==> src/rtl/flag_status_unit.sv <==
// NZCV status register with forwarding to the ID condition check, a hazard tracker
// for in-flight flag setters, a one-deep SPSR and a saturating flag-write counter.
module flag_status_unit #(
    parameter bit FWD_EN     = 1'b1,
    parameter int PIPE_DEPTH = 1,
    parameter int CNT_W      = 16
) (
    input  logic             clk,
    input  logic             rst,
    input  logic             id_valid,
    input  logic [3:0]       id_cond,
    input  logic             id_s,
    input  logic             stall,
    input  logic             flush,
    input  logic             exe_s_upd,
    input  logic [3:0]       alu_flags,
    input  logic             save,
    input  logic             restore,
    output logic [3:0]       sr,
    output logic [3:0]       sr_cc,
    output logic [3:0]       spsr,
    output logic             flag_hazard,
    output logic [CNT_W-1:0] upd_cnt
);

    // With forwarding, the entry in its write cycle is served by sr_cc and is not a hazard.
    localparam int CHK_DEPTH = FWD_EN ? PIPE_DEPTH - 1 : PIPE_DEPTH;

    logic [PIPE_DEPTH-1:0] pend;
    logic [PIPE_DEPTH-1:0] pend_next;
    logic                  need_flags;
    logic                  any_pend;
    logic                  insert;
    logic                  sr_write;

    assign need_flags  = id_valid & (id_cond <= 4'd13);
    assign flag_hazard = need_flags & any_pend;
    assign insert      = id_valid & id_s & ~stall & ~flag_hazard;
    assign sr_write    = exe_s_upd & ~restore;
    assign sr_cc       = (FWD_EN && sr_write) ? alu_flags : sr;

    always_comb begin
        any_pend = 1'b0;
        for (int k = 0; k < PIPE_DEPTH; k++) begin
            if (k < CHK_DEPTH) begin
                any_pend = any_pend | pend[k];
            end
        end
    end

    always_comb begin
        pend_next    = pend << 1;
        pend_next[0] = insert;
    end

    always_ff @(posedge clk) begin
        if (!rst) begin
            pend    <= '0;
            sr      <= 4'h0;
            spsr    <= 4'h0;
            upd_cnt <= '0;
        end else begin
            pend <= flush ? '0 : pend_next;

            if (restore) begin
                sr <= spsr;
            end else if (exe_s_upd) begin
                sr <= alu_flags;
            end

            if (save && !restore) begin
                spsr <= sr;
            end

            if (sr_write && (upd_cnt != '1)) begin
                upd_cnt <= upd_cnt + 1'b1;
            end
        end
    end

endmodule

==> config.mk <==
export PLATFORM = sky130hd
export DESIGN_NAME = flag_status_unit
export DESIGN_NICKNAME = d
export VERILOG_FILES = /design/src/rtl/flag_status_unit.sv
export SDC_FILE = /design/constraint.sdc
export NUM_CORES = 1
export LEC_CHECK = 0
export CAP_MARGIN = 25
export CORE_ASPECT_RATIO = 1.25
export CORE_UTILIZATION = 25
export DETAILED_ROUTE_END_ITERATION = 16
export PLACE_DENSITY = 0.5
export REMOVE_ABC_BUFFERS = 1
export SLEW_MARGIN = 25
export SYNTH_ARGS = -nofsm -noshare
export SYNTH_HDL_FRONTEND = slang
export SYNTH_SLANG_ARGS = --single-unit
export TNS_END_PERCENT = 10
==> constraint.sdc <==
create_clock -name clk -period 4.2 [get_ports clk]
set_input_delay 0.63 -clock clk [delete_from_list [all_inputs] [get_ports clk]]
set_output_delay 0.63 -clock clk [all_outputs]
set_load 0.02 [all_outputs]
==> flow_summary.ini <==
[global_route]
grt_max_degree = 22
gr-usage-all-layers = 0.119
grt_pass1_vias = 1066
antenna_found_initial = 0
grt_first_pass_wirelength_um = 5040
overflow = 0

[sta]
setup_viol = 0
drv_slew = 0
fin_skew_ps = 12.0
finalCriticalPeriod_ps = 3330
hold_ws_ps = 528
hold_viol_final = 0
tightest_slew_ps = 865
slew_headroom = 0.419
rsz0062_at_grt = no
fmaxAchievable_mhz = 301
period_share = 0.792
tns_ps = 0

[clock_tree]
postCtsHoldBufs = 0
cts_buffer_depth = 2
cts_made_buffers = 3
path_clk_slew_ps = 90
h-tree-depth = 1
tritoncts = yes
clock-sinks = 24
root_buffer = clkbuf_8
ctsResizeCount = 0
post_cts_buffers = 0
insertion_delay_ps = 270

[route]
ant_nets = 0
vias = 1214
via_per_inst = 5.08
dr.pass1.iters = 4
drc = 0
drt-total-wl_um = 3150
drt_iter0_drc = 100
wire_per_inst_um = 13.2

[flow_run]
cap_violations = 0

[critical_path]
crit_path_end = sr_cc[2]
ff2ff_setup_slack_ps = 2070
cp.required_ps = 3570
reg2regPathDepth = 5
crit_path_end_kind = output pin
r2r-start = upd_cnt[0]
worst_ep_arrival_time_ps = 2700
startpoint = exe_s_upd
rr_endpoint = upd_cnt[15]
crit_type = in -> out
cp_max_fo = 7
start_kind = input port

[synth]
yosysWarnings = 0
synth_area_per_cell_um2 = 8.48
synth_area_leaders = dfxtp_1, mux2i_1, a21oi_1
yosysMostFrequentCell = dfxtp_1
synth_edf_count = 0
yosys.area.top_type = dfxtp_1
synth_seq_cells = 24
yosysTopAreaCellShare = 0.380
synthFlopType = dfxtp_1
yosysUniqueCellTypes = 41
synth_area_um2 = 1260
synth_cells = 149
ys_seq_area_frac = 0.380
synth_common_cells = dfxtp_1, nand2_1, a21oi_1
ys_async_sr_fraction = 0

[floorplan]
start_util = 0.263
num_io_pins = 46
rows = 28
dieArea_um2 = 5340
coreArea_um2 = 4800
die_h_um = 81.5
die_w_um = 65.6

[power_and_ir_drop]
finalPower_w = 0.000486
clkPwrFrac = 0.420
p_leak_nw = 0.597
power_density_nw_per_um2 = 283
power_switching_w = 0.000106
p_comb_frac = 0.100
switching_share = 0.218
peakVddDrop_mv = 0.121
p_int_w = 0.000380
seqPwrFrac = 0.480

[cells_and_area]
layout-drive-gt1-share = 0.0615
synthToLayoutAreaGrowth_pct = 35.7
nets = 198
n_antenna_cell = 0

[hold_path]
hp-class = reg -> reg

[place]
hpwl_um = 2270
port_buffers = 36
gp_congestion = 0.732

[status]
status = finished clean
[registers in the layout, summed over array words and instances (netlist names)]
name / count
sr: 4
spsr: 4
upd_cnt: 16
[power groups by stage]
stage	sequential, W	clock [W]	combinational [W]
2_1_floorplan	0.000242	0	0.0000201
3_3_place_gp	0.000238	0	0.0000489
3_5_place_dp	0.000239	0	0.0000489
4_1_cts	0.000233	0.000210	0.0000492
5_1_grt	0.000234	0.000219	0.0000528
6_report	0.000233	0.000204	0.0000486
[area by class of cell]
class	instances	area, um^2
sequential	24	480
multi-input combinational	111	713
tap	60	75.1
timing repair buffer	36	360
clock inverter	1	30.0
inverter	4	15.0
clock buffer	3	41.3
fill	471	3080
[worst max-delay path: stages]
cell and delay [ps]:
clkdlybuf4s50_1 710, nor2b_1 560, nand2_1 110, nand2_1 80, clkdlybuf4s50_1 600
[how the worst min path moves through the flow]
stage                start  cells after the start           to
6_report       upd_cnt[15]                      2  upd_cnt[15]
5_1_grt        upd_cnt[14]                      2  upd_cnt[14]
4_1_cts        upd_cnt[15]                      2  upd_cnt[15]
3_5_place_dp       spsr[1]                      2        sr[1]
3_3_place_gp   upd_cnt[15]                      2  upd_cnt[15]
2_1_floorplan  upd_cnt[15]                      2  upd_cnt[15]
[cell families after synthesis]
logic type               count (synthesis)  synth area share
AO/OA/AOI/OAI                           31             0.152
other                                    1           0.00297
AND/OR/NAND/NOR                         68             0.320
multiplexers                            10            0.0792
adder cells (fa/ha/maj)                  1           0.00990
flip-flops                              24             0.380
buffers and inverters                   14            0.0554
[per-stage QoR]
stage | util | instance area [um^2] | std cells | worst slack [ps]
floorplan | - | 1210 | 139 | 2290
global placement | 0.343 | 1640 | 235 | 860
detailed placement | 0.343 | 1640 | 235 | 886
CTS | 0.357 | 1720 | 239 | 866
global route | 0.357 | 1720 | 239 | 727
finish | 0.357 | 1720 | 239 | 875
[placed cells by master (no fill, tap or decap), drive strengths merged, types with 2 or more instances in the layout]
master / Yosys / final
nor3: 3 / 3
o41ai: 2 / 2
nor2: 14 / 14
or2: 2 / 2
nor2b: 2 / 2
clkbuf: 5 / 3
or3: 2 / 2
nand2b: 2 / 2
nand2: 18 / 18
and4: 2 / 2
a21oi: 15 / 15
nor4: 4 / 4
dfxtp: 24 / 24
mux2i: 10 / 10
clkdlybuf4s50: 0 / 36
o21ai: 4 / 4
nand3: 4 / 4
inv: 4 / 4
o31ai: 5 / 5
nand4: 5 / 5
or4: 7 / 7
[routing by layer]
layer | GRT usage | part of all wire | up-vias
met5 | 0 | 0 | -
met2 | 0.209 | 0.47 | 33
met3 | 0.0181 | 0.044 | 4
met4 | 0.0261 | 0.0060 | 0
met1 | 0.153 | 0.48 | 570
li1 | - | - | 607
Power figures use the tool's default switching activity.
